`src/rtl/terminal_request_arbiter_if.sv`:
```
// Command offer handshake between the terminal request arbiter (master) and the
// output-routing stage (slave).
interface terminal_request_arbiter_if;
  logic       req_valid;
  logic       req_ack;
  logic       req_term;
  logic [2:0] req_code;
  logic [2:0] req_auth;

  modport master (
    output req_valid,
    output req_term,
    output req_code,
    output req_auth,
    input  req_ack
  );

  modport slave (
    input  req_valid,
    input  req_term,
    input  req_code,
    input  req_auth,
    output req_ack
  );
endinterface

```
`src/rtl/terminal_request_arbiter.sv`:
```
// Two-terminal request front end: sync, debounce, command latching, round-robin offer with hold.
// Define ARB_TIMEOUT_EN to add a 256-cycle OFFER watchdog that drops unacknowledged requests.
module terminal_request_arbiter #(
  parameter int unsigned DEBOUNCE_CYCLES = 16,
  parameter int unsigned HOLD_CYCLES     = 1024
) (
  input  logic                              clk,
  input  logic                              rst_n,
  input  logic [3:0]                        hh0,
  input  logic [1:0]                        b0,
  input  logic [3:0]                        hh1,
  input  logic [1:0]                        b1,
  terminal_request_arbiter_if.master        req,
  output logic                              busy,
  output logic                              err
);
  localparam int unsigned      CntW   = $clog2(DEBOUNCE_CYCLES + 1);
  localparam int unsigned      HoldW  = $clog2(HOLD_CYCLES + 1);
  localparam logic [CntW-1:0]  CntMax = CntW'(DEBOUNCE_CYCLES);
  localparam logic [HoldW-1:0] HoldLd = HoldW'(HOLD_CYCLES - 1);

  typedef enum logic [1:0] {StIdle, StOffer, StHold} state_e;

  logic [1:0][3:0]      hh_meta_q, hh_sync_q;
  logic [1:0][1:0]      b_meta_q, b_sync_q, b_prev_q;
  logic [1:0][1:0]      b_db_q, b_db_d;
  logic [1:0][CntW-1:0] cnt_q, cnt_d;
  logic [1:0][2:0]      slot_code_q, slot_code_d, slot_auth_q, slot_auth_d;
  logic [1:0][2:0]      held_code_q, held_code_d, held_auth_q, held_auth_d;
  logic [1:0]           held_v_q, held_v_d, pend_q, pend_d;
  logic [1:0]           ev, reject, frozen;
  logic [1:0][2:0]      ev_code, ev_auth;

  state_e           state_q, state_d;
  logic             rr_q, rr_d;
  logic             sel, grant, fin, timeout;
  logic [HoldW-1:0] hold_q, hold_d;
  logic             req_valid_q, req_valid_d, req_term_q, req_term_d;
  logic [2:0]       req_code_q, req_code_d, req_auth_q, req_auth_d;
  logic             busy_q, busy_d, err_q, err_d;
`ifdef ARB_TIMEOUT_EN
  logic [7:0]       wd_q, wd_d;
`endif

  // Debounce: count consecutive identical synchronized samples; an event is 00 -> nonzero.
  always_comb begin
    cnt_d   = cnt_q;
    b_db_d  = b_db_q;
    ev      = '0;
    ev_code = '0;
    ev_auth = '0;
    for (int t = 0; t < 2; t++) begin
      if (b_sync_q[t] != b_prev_q[t]) begin
        cnt_d[t] = CntW'(1);
      end else if (cnt_q[t] < CntMax) begin
        cnt_d[t] = cnt_q[t] + 1'b1;
      end
      if (cnt_d[t] == CntMax) b_db_d[t] = b_sync_q[t];
      ev[t]      = (b_db_q[t] == 2'b00) && (b_db_d[t] != 2'b00);
      ev_code[t] = {hh_sync_q[t][3], b_db_d[t]};
      ev_auth[t] = hh_sync_q[t][2:0];
    end
  end

  always_comb begin
    state_d     = state_q;
    rr_d        = rr_q;
    hold_d      = hold_q;
    req_valid_d = req_valid_q;
    req_term_d  = req_term_q;
    req_code_d  = req_code_q;
    req_auth_d  = req_auth_q;
    grant       = 1'b0;
    fin         = 1'b0;
    timeout     = 1'b0;
    sel         = (pend_q[0] & pend_q[1]) ? rr_q : pend_q[1];
`ifdef ARB_TIMEOUT_EN
    wd_d        = wd_q;
`endif
    case (state_q)
      StIdle: begin
        if (|pend_q) begin
          grant       = 1'b1;
          req_valid_d = 1'b1;
          req_term_d  = sel;
          req_code_d  = slot_code_q[sel];
          req_auth_d  = slot_auth_q[sel];
          state_d     = StOffer;
`ifdef ARB_TIMEOUT_EN
          wd_d        = '0;
`endif
        end
      end
      StOffer: begin
        if (req.req_ack) begin
          fin         = 1'b1;
          rr_d        = ~req_term_q;
          req_valid_d = 1'b0;
          hold_d      = HoldLd;
          state_d     = StHold;
        end
`ifdef ARB_TIMEOUT_EN
        else if (wd_q == 8'hff) begin
          fin         = 1'b1;
          timeout     = 1'b1;
          rr_d        = ~req_term_q;
          req_valid_d = 1'b0;
          state_d     = StIdle;
        end else begin
          wd_d = wd_q + 8'd1;
        end
`endif
      end
      StHold: begin
        if (hold_q == '0) state_d = StIdle;
        else              hold_d  = hold_q - 1'b1;
      end
      default: state_d = StIdle;
    endcase
    busy_d = (state_d != StIdle);
  end

  // A slot is frozen from the grant edge until the edge that ends its offer; events for a frozen
  // slot park in the held buffer and are loaded when the offer finishes.
  always_comb begin
    slot_code_d = slot_code_q;
    slot_auth_d = slot_auth_q;
    held_code_d = held_code_q;
    held_auth_d = held_auth_q;
    held_v_d    = held_v_q;
    pend_d      = pend_q;
    reject      = '0;
    frozen      = '0;
    for (int t = 0; t < 2; t++) begin
      frozen[t] = ((state_q == StOffer) && (req_term_q == t[0]) && !fin) ||
                  (grant && (sel == t[0]));
      if (fin && (req_term_q == t[0])) begin
        pend_d[t] = held_v_q[t];
        if (held_v_q[t]) begin
          slot_code_d[t] = held_code_q[t];
          slot_auth_d[t] = held_auth_q[t];
        end
        held_v_d[t] = 1'b0;
      end
      if (ev[t]) begin
        if (ev_auth[t] == 3'b000) begin
          reject[t] = 1'b1;
        end else if (frozen[t]) begin
          held_code_d[t] = ev_code[t];
          held_auth_d[t] = ev_auth[t];
          held_v_d[t]    = 1'b1;
        end else begin
          slot_code_d[t] = ev_code[t];
          slot_auth_d[t] = ev_auth[t];
          pend_d[t]      = 1'b1;
        end
      end
    end
    err_d = (|reject) | timeout;
  end

  always_ff @(posedge clk or negedge rst_n) begin
    if (!rst_n) begin
      hh_meta_q   <= '0;
      hh_sync_q   <= '0;
      b_meta_q    <= '0;
      b_sync_q    <= '0;
      b_prev_q    <= '0;
      b_db_q      <= '0;
      cnt_q       <= '0;
      slot_code_q <= '0;
      slot_auth_q <= '0;
      held_code_q <= '0;
      held_auth_q <= '0;
      held_v_q    <= '0;
      pend_q      <= '0;
      state_q     <= StIdle;
      rr_q        <= 1'b0;
      hold_q      <= '0;
      req_valid_q <= 1'b0;
      req_term_q  <= 1'b0;
      req_code_q  <= '0;
      req_auth_q  <= '0;
      busy_q      <= 1'b0;
      err_q       <= 1'b0;
`ifdef ARB_TIMEOUT_EN
      wd_q        <= '0;
`endif
    end else begin
      hh_meta_q   <= {hh1, hh0};
      hh_sync_q   <= hh_meta_q;
      b_meta_q    <= {b1, b0};
      b_sync_q    <= b_meta_q;
      b_prev_q    <= b_sync_q;
      b_db_q      <= b_db_d;
      cnt_q       <= cnt_d;
      slot_code_q <= slot_code_d;
      slot_auth_q <= slot_auth_d;
      held_code_q <= held_code_d;
      held_auth_q <= held_auth_d;
      held_v_q    <= held_v_d;
      pend_q      <= pend_d;
      state_q     <= state_d;
      rr_q        <= rr_d;
      hold_q      <= hold_d;
      req_valid_q <= req_valid_d;
      req_term_q  <= req_term_d;
      req_code_q  <= req_code_d;
      req_auth_q  <= req_auth_d;
      busy_q      <= busy_d;
      err_q       <= err_d;
`ifdef ARB_TIMEOUT_EN
      wd_q        <= wd_d;
`endif
    end
  end

  assign req.req_valid = req_valid_q;
  assign req.req_term  = req_term_q;
  assign req.req_code  = req_code_q;
  assign req.req_auth  = req_auth_q;
  assign busy          = busy_q;
  assign err           = err_q;
endmodule

```
`src/flat_wrapper.sv`:
```
// flat-port wrapper written by rule: the top's interface ports become plain ports
module terminal_request_arbiter_flat 
#(
  parameter int unsigned DEBOUNCE_CYCLES = 16,
  parameter int unsigned HOLD_CYCLES     = 1024
)
  (clk, rst_n, hh0, b0, hh1, b1, busy, err, req_req_valid, req_req_term, req_req_code, req_req_auth, req_req_ack);
  terminal_request_arbiter_if req_i ();
  input  logic clk;
  input  logic rst_n;
  input  logic [3:0] hh0;
  input  logic [1:0] b0;
  input  logic [3:0] hh1;
  input  logic [1:0] b1;
  output logic busy;
  output logic err;
  output wire logic [$bits(req_i.req_valid)-1:0] req_req_valid;
  output wire logic [$bits(req_i.req_term)-1:0] req_req_term;
  output wire logic [$bits(req_i.req_code)-1:0] req_req_code;
  output wire logic [$bits(req_i.req_auth)-1:0] req_req_auth;
  input wire logic [$bits(req_i.req_ack)-1:0] req_req_ack;
  assign req_req_valid = req_i.req_valid;
  assign req_req_term = req_i.req_term;
  assign req_req_code = req_i.req_code;
  assign req_req_auth = req_i.req_auth;
  assign req_i.req_ack = req_req_ack;
  terminal_request_arbiter #(.DEBOUNCE_CYCLES(DEBOUNCE_CYCLES), .HOLD_CYCLES(HOLD_CYCLES)) u_core (.clk(clk), .rst_n(rst_n), .hh0(hh0), .b0(b0), .hh1(hh1), .b1(b1), .req(req_i), .busy(busy), .err(err));
endmodule
```
`config.mk`:
```
export PLATFORM = sky130hd
export DESIGN_NAME = terminal_request_arbiter_flat
export DESIGN_NICKNAME = d
export VERILOG_FILES = /design/src/rtl/terminal_request_arbiter_if.sv /design/src/rtl/terminal_request_arbiter.sv /design/src/flat_wrapper.sv
export SDC_FILE = /design/constraint.sdc
export NUM_CORES = 1
export LEC_CHECK = 0
export CAP_MARGIN = 20
export CORE_ASPECT_RATIO = 1.5
export CORE_MARGIN = 4
export CORE_UTILIZATION = 40
export DETAILED_ROUTE_END_ITERATION = 8
export PLACE_DENSITY = 0.62
export RECOVER_POWER = 100
export SYNTH_ARGS = -nofsm -noshare
export SYNTH_HDL_FRONTEND = slang
export SYNTH_SLANG_ARGS = --single-unit
```
`constraint.sdc`:
```
create_clock -name clk -period 3.1 [get_ports clk]
set_input_delay 0.62 -clock clk [delete_from_list [all_inputs] [get_ports clk]]
set_output_delay 0.62 -clock clk [all_outputs]
set_load 0.05 [all_outputs]
```
==> run summary, run 1 <==
Area leader, netlist -> dfrtp_1
Max Cap Violations -> 0
Slew HR -> 17.2%
Worst reg2reg endpoint -> u_core.slot_code_q[3]
Mapped Nets -> 319
Via Count -> 2338
Fill cell count -> 855
Multi-input gate area -> 1450 um2
Clock Path Buffers -> 2
R2R Setup Slk -> 0.29 ns
Starting Density -> 40.8%
Origin of the critical flop-to-flop path -> u_core.cnt_q[5]
Final Power -> 2.95 mW
Flops & latches, synth -> 94
Largest net degree at the start of global routing -> 52
Initial detailed-routing violation count -> 99
Clk network pwr share -> 36.9%
First-pass GRT wire length -> 11600 um
Worst path buffer plus inverter count -> 0
RSZ-0062 raised after global routing -> false
Leakage -> 2.09 nW
Status -> completed
Hold-critical path depth -> 0
CP Launch Type -> flop
Routed WL -> 6900 um
Total gr overflow -> 0
R2R depth -> 6
Top Family by Delay on Critical Path -> simple AND/OR/NAND/NOR gates
Crit-path slowest cell -> or4_4
Vias per cell -> 5.21
Vias in the first global route -> 2322
Setup Crit Path Kind -> reg2reg
PwrDens -> 649 nW/um2
Flop pwr share -> 47.7%
Crit-path cells -> ha_1 > or4b_1 > a21oi_4 > o211ai_4 > or4_4 > mux2_1
Fmax -> 356 MHz
Hold EP -> u_core.ev_code[2]
Post-CTS setup buffers -> 0
Critical path peak fanout -> 7
Clock root buffer -> clkbuf_16
Worst stage delay on the critical path -> 0.65 ns
Synth unique cells -> 56
Detail Route Antenna Nets -> 0
Final Hold Viols -> 0
Final setup TNS -> 0 ns
Syn Inst Count -> 301
Post-synthesis sequential area ratio -> 59.8%
Post-DP HPWL -> 4930 um
Hold buffers post-CTS -> 0
Switching Fraction -> 28.4%
Placer Congestion -> 0.782
CTS tree -> built
Min-delay src -> u_core.hh_meta_q[3]
Synth top area cells -> dfrtp_1 (60%), mux2_2 (5.2%), mux2_1 (3.4%), nor2_1 (2.1%), xnor2_1 (1.6%)
Core Util, Final -> 47.1%
Layout cell share with drive strength beyond 1 -> 13.8%
Final setup vio count -> 0
Num CTS Buffers -> 9
Die Span Y -> 129 um
Sw Pwr -> 0.837 mW
Worst-Skew Late Latency -> 0.34 ns
Fin crit period -> 2.81 ns
Worst-path clk slew -> 0.07 ns
Antenna Cells -> 0
Combinational share of power -> 15.4%
H-tree Lvls -> 3
Slew @ Worst Pin -> 1.24 ns
Placeable Area -> 9630 um2
CP Data Required Time -> 3.31 ns
Internal power -> 2.11 mW
Total global-route track usage -> 13.4%
Yosys warns -> 0
EDFF count, synth -> 0
Area of the die -> 11500 um2
DRC -> 0
Max-slew violations -> 0
I/O pins -> 25
Final nets -> 347
Routed WL per cell -> 15.4 um
# rows -> 44
Tcrit/Tclk final -> 90.5%
Initial antenna violation count -> 0
Arrival @ worst endpoint -> 3.02 ns
Mapped Area -> 3930 um2
Port Buf Inserts -> 24
Clk_skew -> 0.0109 ns
Reg area -> 2350 um2
CTS sink count -> 94
Critical path endpoint category -> flop
VDD IR max -> 441 uV
Hold Path Class -> reg2reg
Synth top area share -> 59.8%
FFs w/ async S/R, synth -> 100%
Die width -> 88.9 um
Layout area overhead -> 15.4%
Mean post-synth cell area -> 13.1 um2
Primary FF master, synth -> dfrtp_1
Post-CTS Resized -> 0
TritonRoute pass-1 iters -> 4
==> state kept, by name, summed over array words and instances (netlist names), 3 cells and up <==
| name | flops |
|---|---|
| u_core.hold_q | 11 |
| u_core.cnt_q | 10 |
| u_core.hh_meta_q | 8 |
| u_core.ev_auth | 6 |
| u_core.held_auth_q | 6 |
| u_core.held_code_q | 6 |
| u_core.slot_auth_q | 6 |
| u_core.slot_code_q | 6 |
| u_core.b_db_q | 4 |
| u_core.b_meta_q | 4 |
| u_core.b_prev_q | 4 |
| u_core.b_sync_q | 4 |
| u_core.req.req_auth | 3 |
| u_core.req.req_code | 3 |
==> per-stage QoR <==
stage                     hold slack [ns]  setup slack (ns)  instance area (um2)  cells
after floorplan                     0.324             0.457                 3930    301
after global placement              0.332             0.371                 4300    433
after detailed placement            0.335             0.340                 4300    433
after CTS                           0.334             0.354                 4590    449
after global routing                0.354             0.176                 4540    449
final                               0.349             0.295                 4540    449
==> how the worst max path moves through the flow <==
stage / start / endpoint / slack (ns) / depth (start not counted)
floorplan: u_core.cnt_q[5] / u_core.slot_auth_q[4] / 0.46 / 7
global placement: req_req_ack / u_core.held_auth_q[5] / 0.37 / 5
detailed placement: req_req_ack / u_core.held_code_q[3] / 0.34 / 5
CTS: u_core.cnt_q[5] / u_core.slot_code_q[3] / 0.35 / 6
global route: u_core.cnt_q[5] / u_core.slot_code_q[3] / 0.18 / 6
finish: u_core.cnt_q[5] / u_core.slot_code_q[3] / 0.29 / 6
==> synth_stat cells (3+ instances only) <==
master    instances
dfrtp_1          94
nor2_1           22
mux2_2           18
mux2_1           12
nand2_1          12
inv_1            10
clkbuf_1          8
nand3_1           8
nor3_1            7
xnor2_1           7
a222oi_1          6
and3_1            5
mux2i_1           5
o21ai_0           5
or3_1             5
xor2_1            5
mux2_4            4
nor2b_1           4
o21ai_1           4
a21oi_1           3
a22o_1            3
a31oi_1           3
ha_1              3
nand2b_1          3
nand4b_1          3
or3b_1            3
==> logic make-up after synthesis <==
logic type | share of synthesized area, %
flops | 59.8
xor+xnor | 2.67
compound gates | 7.57
fa+ha+maj | 0.955
simple gates | 15.2
mux | 11.4
buf+inv | 2.39
==> area by class of cell <==
type	instances	area share (%)
Clock buffer	9	4.96
Clock inverter	7	1.54
Multi-Input combinational cell	186	31.9
Sequential cell	94	51.8
Tap cell	115	3.17
Timing Repair Buffer	27	5.63
Inverter	11	0.910
==> routing by layer <==
| metal | GRT usage (%) | wire length, um |
|---|---|---|
| met2 | 22.7 | 3620 |
| met5 | 0 | 0 |
| met3 | 3.69 | 233 |
| met1 | 15.8 | 2910 |
| met4 | 5.78 | 138 |
==> placed cells by master, fill, tap and decap left out, drive strengths merged, types with 5 or more instances in the layout <==
cell         count
mux2            34
and3             5
nor3             8
mux2i            5
o21ai            9
clkbuf          11
xnor2            7
dlygate4sd3     23
a222oi           6
inv             13
nand2           12
xor2             5
or3              5
nand3            8
dfrtp           94
nor2            22
==> power by group through the flow <==
| stage | sequential (mW) | clock, mW | combinational (mW) |
|---|---|---|---|
| global route | 1.42 | 1.17 | 0.506 |
| CTS | 1.41 | 1.12 | 0.480 |
| global placement | 1.43 | 0 | 0.472 |
| floorplan | 1.47 | 0 | 0.274 |
| finish | 1.40 | 1.09 | 0.453 |
| detailed placement | 1.43 | 0 | 0.478 |
(Power assumes the default switching activity.)
==> run 2: changes to the inputs <==
--- a/config.mk
+++ b/config.mk
@@ -10,7 +10,7 @@
 export CORE_MARGIN = 4
 export CORE_UTILIZATION = 40
 export DETAILED_ROUTE_END_ITERATION = 8
-export PLACE_DENSITY = 0.62
+export PLACE_DENSITY = 0.58
 export RECOVER_POWER = 100
 export SYNTH_ARGS = -nofsm -noshare
 export SYNTH_HDL_FRONTEND = slang
==> constraint.sdc (replaced) <==
create_clock -name clk -period 2.3 [get_ports clk]
set_input_delay 0.46 -clock clk [delete_from_list [all_inputs] [get_ports clk]]
set_output_delay 0.46 -clock clk [all_outputs]
set_load 0.05 [all_outputs]
==> run summary, run 2 (synthesized netlist as in run 1, its figures left out) <==
Status -> finished, violations left
Post-DP Area -> 4570 um2 (+6.4%)
Fill cell count -> 831 (-2.8%)
Most frequent cells in the layout -> dfrtp_1 (94), buf_4 (30), nor2_1 (22)
Critical path peak fanout -> 7 (unchanged)
Vias per cell -> 5.10 (-2.1%)
Num CTS Buffers -> 9 (unchanged)
Final setup vio count -> 22 (+22)
Post-DP HPWL -> 5650 um (+15%)
Placeable Area -> 9630 um2 (unchanged)
Routed WL -> 7840 um (+14%)
Fin crit period -> 2.44 ns (-0.365 ns)
Layout area overhead -> 26.8%
Final non-filler cell total -> 493 (+9.8%)
Clock Path Buffers -> 2 (unchanged)
Final WS setup -> -0.140 ns (-0.435 ns)
First-pass GRT wire length -> 13400 um (+16%)
Total gr overflow -> 0 (unchanged)
# rows -> 44 (unchanged)
Initial detailed-routing violation count -> 129 (+30%)
Largest register FFs -> 11 (unchanged)
Clock root buffer -> clkbuf_16
Most common cell after layout, fill and taps aside -> dfrtp_1
Area of the die -> 11500 um2 (unchanged)
Critical path endpoint category -> flop
Die width -> 88.9 um (unchanged)
Starting Density -> 40.8% (unchanged)
CP Launch Type -> flop
Detail Route Antenna Nets -> 0 (unchanged)
Worst-path clk slew -> 0.06 ns (about the same)
Fmax -> 410 MHz (+15%)
Max-slew violations -> 0 (unchanged)
Vias in the first global route -> 2698 (+16%)
Arrival @ worst endpoint -> 2.66 ns (-0.36 ns)
DRC -> 0 (unchanged)
Slew @ Worst Pin -> 1.15 ns (-0.0898 ns)
Largest reg by FF count -> u_core.hold_q
Total global-route track usage -> 15.3% (+1.9 points)
Leakage -> 2.29 nW (+9.7%)
Max Cap Violations -> 0 (unchanged)
Routed WL per cell -> 15.9 um (+3.6%)
Final nets -> 391 (+13%)
H-tree Lvls -> 3 (unchanged)
Clk_skew -> 0.00492 ns (-0.00601 ns)
Slew HR -> 22.4% (+5.2 points)
Port Buf Inserts -> 24 (unchanged)
VDD IR max -> 521 uV (+18%)
Final instance area -> 4980 um2 (+9.8%)
Antenna Cells -> 0 (unchanged)
Violations in the final reports -> negative setup slack
Largest net degree at the start of global routing -> 49 (-5.8%)
Final Hold Viols -> 0 (unchanged)
CP Data Required Time -> 2.52 ns (-0.79 ns)
Die Span Y -> 129 um (unchanged)
Tcrit/Tclk final -> 106% (+16 points)
Layout cell share with drive strength beyond 1 -> 26.2% (+12 points)
PwrDens -> 827 nW/um2 (+27%)
Via Count -> 2513 (+7.5%)
Regs by FF count -> u_core.hold_q (11), u_core.cnt_q (10), u_core.hh_meta_q (8)
Placed cells -> 468 (+8.1%)
Initial antenna violation count -> 0 (unchanged)
Placer Congestion -> 0.773 (-1.2%)
Worst-Skew Late Latency -> 0.34 ns (about the same)
Setup Crit Path Kind -> reg2reg
CTS sink count -> 94 (unchanged)
TritonRoute pass-1 iters -> 5 (+1)
CTS tree -> built
I/O pins -> 25 (unchanged)
Final Power -> 4.12 mW (+40%)
Hold Path Class -> reg2reg
RSZ-0062 raised after global routing -> true
[run 2: repair_timing]
item	in CTS	in global routing
pin swaps	8	8
buffers inserted	5	4
resized for setup	15	9
hold buffers	1	0
setup endpoints to repair	24	27
endpoints found under the hold margin	13	0
[run 2: final timing paths]
| check | from | endpoint | slack [ns] | cells past startpoint |
|---|---|---|---|---|
| setup / recovery | u_core.cnt_q[6] | u_core.slot_code_q[5] | -0.14 | 6 |
| hold / removal | u_core.hh_meta_q[1] | u_core.ev_auth[1] | 0.35 | 0 |
| setup reg to reg | u_core.cnt_q[6] | u_core.slot_code_q[5] | -0.14 | 6 |
| hold reg to reg | u_core.hh_meta_q[1] | u_core.ev_auth[1] | 0.35 | 0 |
| max in group asynchronous | rst_n | u_core.ev_auth[5] | 0.38 | 3 |
| min in group asynchronous | rst_n | u_core.cnt_q[0] | 0.72 | 2 |
[run 2: routing by layer]
metal  up-vias  GRT usage (%)  routed length (um)
met5         -              0                   0
met4         0           5.78                 142
met3         9           3.88                 307
met2        44           25.3                4090
met1      1241           19.3                3300
li1       1219              -                   -
[run 2: layout make-up]
class,instances,area (um2),share of cell area [%]
clock inverter,6,68.8,1.38
tap,115,144,2.89
sequential,94,2350,47.2
inverter,11,41.3,0.829
timing repair buffer,71,583,11.7
multi-input combinational,186,1570,31.4
clock buffer,10,229,4.59
[run 2: critical path, stage by stage, from the launching register on]
cell,delay [ns]
dfrtp_1,0.41
ha_4,0.25
or4b_4,0.49
a21oi_4,0.17
o211ai_4,0.10
or4_4,0.58
mux2_4,0.32
[run 2: metrics by stage]
step                      TNS (ns)  hold slack, ns  worst slack (ns)  util [%]
after CTS                    -1.89           0.350            -0.151      51.8
final                        -1.86           0.348            -0.140      51.7
after global routing         -4.11           0.354            -0.224      51.7
after global placement       -2.36           0.328            -0.150      47.4
after floorplan             -0.824           0.164            -0.170         -
after detailed placement     -3.30           0.334            -0.189      47.4
[run 2: report_power, final]
group / internal (mW) / total [mW] / leakage [nW] / switching [mW]
Clock: 0.850 / 1.47 / 0.143 / 0.618
Sequential: 1.78 / 1.89 / 1.18 / 0.112
Combinational: 0.312 / 0.760 / 0.970 / 0.447
==> run 3: changes to the inputs <==
--- a/config.mk
+++ b/config.mk
@@ -7,7 +7,7 @@
 export LEC_CHECK = 0
 export CAP_MARGIN = 20
 export CORE_ASPECT_RATIO = 1.5
-export CORE_MARGIN = 4
+export CORE_MARGIN = 5
 export CORE_UTILIZATION = 40
 export DETAILED_ROUTE_END_ITERATION = 8
 export PLACE_DENSITY = 0.58
@@ -15,3 +15,4 @@
 export SYNTH_ARGS = -nofsm -noshare
 export SYNTH_HDL_FRONTEND = slang
 export SYNTH_SLANG_ARGS = --single-unit
+export TNS_END_PERCENT = 10
==> run summary, run 3 (synthesized netlist as in run 1, its figures left out) <==
Clock root buffer -> clkbuf_16
Fin crit period -> 2.45 ns (+0.00837 ns)
Fmax -> 408 MHz (-0.34%)
Final Hold Viols -> 0 (unchanged)
Final nets -> 379 (-3.1%)
Slew HR -> 25.2% (+2.8 points)
Max-slew violations -> 0 (unchanged)
Largest reg by FF count -> u_core.hold_q
Clk network pwr share -> 34.6% (-1.0 points)
CTS tree -> built
Slew @ Worst Pin -> 1.12 ns (-0.0298 ns)
First-pass GRT wire length -> 13000 um (-3.6%)
Final setup TNS -> -1.37 ns (+0.492 ns)
Routed WL per cell -> 15.6 um (-2.2%)
VDD IR max -> 441 uV (-15%)
H-tree Lvls -> 3 (unchanged)
TritonRoute pass-1 iters -> 4 (-1)
Worst-path clk slew -> 0.06 ns (about the same)
Combinational share of power -> 18.1% (-0.3 points)
Total gr overflow -> 0 (unchanged)
Initial detailed-routing violation count -> 88 (-32%)
Initial antenna violation count -> 0 (unchanged)
R2R Setup Slk -> -0.15 ns (about the same)
Status -> finished, violations left
Placed cells -> 464 (-0.85%)
Leakage -> 2.23 nW (-2.4%)
Detail Route Antenna Nets -> 0 (unchanged)
Post-DP Area -> 4550 um2 (-0.38%)
Tcrit/Tclk final -> 106% (+0.36 points)
Setup Crit Path Kind -> reg2reg
Routed WL -> 7480 um (-4.6%)
Origin of the critical flop-to-flop path -> u_core.cnt_q[6]
Clock Path Buffers -> 2 (unchanged)
Violations in the final reports -> negative setup slack
I/O pins -> 25 (unchanged)
Regs by FF count -> u_core.hold_q (11), u_core.cnt_q (10), u_core.hh_meta_q (8)
Critical Path Sink -> u_core.slot_code_q[4]
Placer Congestion -> 0.782 (+1.2%)
Worst reg2reg endpoint -> u_core.slot_code_q[4]
Final Power -> 4.00 mW (-3.0%)
Largest net degree at the start of global routing -> 47 (-4.1%)
CP Launch Type -> flop
Arrival @ worst endpoint -> 2.67 ns (about the same)
Die width -> 90.9 um (+2.2%)
Vias in the first global route -> 2654 (-1.6%)
Switching Fraction -> 29.1% (+0.49 points)
CTS sink count -> 94 (unchanged)
Most frequent cells in the layout -> dfrtp_1 (94), buf_4 (25), dlygate4sd3_1 (23)
Post-DP HPWL -> 5500 um (-2.7%)
Sw Pwr -> 1.16 mW (-1.3%)
R2R depth -> 6 (unchanged)
# rows -> 44 (unchanged)
Starting Density -> 40.8% (unchanged)
Area of the die -> 12000 um2 (+3.8%)
Num CTS Buffers -> 9 (unchanged)
RSZ-0062 raised after global routing -> true
Flop pwr share -> 47.3% (+1.4 points)
Antenna Cells -> 0 (unchanged)
Max Cap Violations -> 0 (unchanged)
Final WS setup -> -0.149 ns (-0.00837 ns)
CP startpoint -> u_core.cnt_q[6]
DRC -> 0 (unchanged)
PwrDens -> 831 nW/um2 (+0.50%)
Most common cell after layout, fill and taps aside -> dfrtp_1
Die Span Y -> 131 um (+1.5%)
Internal power -> 2.84 mW (-3.6%)
Layout cell share with drive strength beyond 1 -> 23.5% (-2.7 points)
Worst-Skew Late Latency -> 0.34 ns (about the same)
Clk_skew -> 0.00621 ns (+0.00130 ns)
Port Buf Inserts -> 24 (unchanged)
Final instance area -> 4810 um2 (-3.4%)
Layout area overhead -> 22.4%
Critical path peak fanout -> 7 (unchanged)
Placeable Area -> 9630 um2 (unchanged)
Final setup vio count -> 16 (-27%)
Largest register FFs -> 11 (unchanged)
Vias per cell -> 5.17 (+1.4%)
CP Data Required Time -> 2.53 ns (about the same)
Critical path endpoint category -> flop
Total global-route track usage -> 13.5% (-1.8 points)
Core Util, Final -> 49.9% (-1.8 points)
Via Count -> 2487 (-1.0%)
Hold Path Class -> in2async
Final non-filler cell total -> 481 (-2.4%)
[run 3: cell count changes in the layout (fill, tap and decap cells not counted), moves of 5 or more]
cell             before  now
mux2_4               16    8
buf_6                 6    0
dlygate4sd3_1        18   23
buf_4                30   25
clkdlybuf4s50_1       6    0
[run 3: what timing repair did]
item | 4_1_cts | 5_1_grt
gates resized for setup | 4 | 4
setup buffers | 1 | 0
gates cloned | 0 | 0
pin swaps | 2 | 2
endpoints found under the setup margin | 24 | 22
endpoints found under the hold margin | 0 | 0
hold buffers | 0 | 0
[run 3: worst max-delay path, cell delays in order, from the launching register on]
cell and delay [ns]:
dfrtp_1 0.41, ha_4 0.25, or4b_4 0.49, a21oi_4 0.17, o211ai_4 0.11, or4_4 0.58, mux2_4 0.32
[run 3: worst min-delay path by stage]
stage / to / slack [ns] / cells after the start
floorplan: u_core.b_db_q[0] / 0.16 / 0
finish: u_core.b_prev_q[3] / 0.33 / 1
CTS: u_core.cnt_q[9] / 0.15 / 1
detailed placement: u_core.ev_auth[5] / 0.33 / 0
global route: u_core.b_sync_q[2] / 0.36 / 0
global placement: u_core.b_sync_q[3] / 0.33 / 0
[run 3: through the flow]
| step | worst slack (ns) | hold WS [ns] |
|---|---|---|
| floorplan | -0.171 | 0.164 |
| detailed placement | -0.169 | 0.335 |
| global route | -0.204 | 0.358 |
| finish | -0.149 | 0.329 |
| global placement | -0.148 | 0.333 |
| CTS | -0.163 | 0.154 |
[run 3: cell type report]
class	instances	area (um2)
Clock buffer	10	239
Sequential cell	94	2350
Multi-Input combinational cell	186	1520
Tap cell	115	144
Timing Repair Buffer	59	472
Fill cell	862	4820
Clock inverter	6	46.3
Inverter	11	41.3
[run 3: metal layers]
metal	part of all wire [%]	GRT usage, %
met4	2.7	6.04
met1	41	15.6
met5	0	0
met3	3.1	3.15
met2	53	23.4
[run 3: power by group through the flow]
stage | combinational, mW | sequential, mW | clock [mW]
global route | 0.800 | 1.91 | 1.51
finish | 0.722 | 1.89 | 1.38
global placement | 0.743 | 1.92 | 0
floorplan | 0.372 | 1.99 | 0
CTS | 0.767 | 1.90 | 1.44
detailed placement | 0.752 | 1.92 | 0
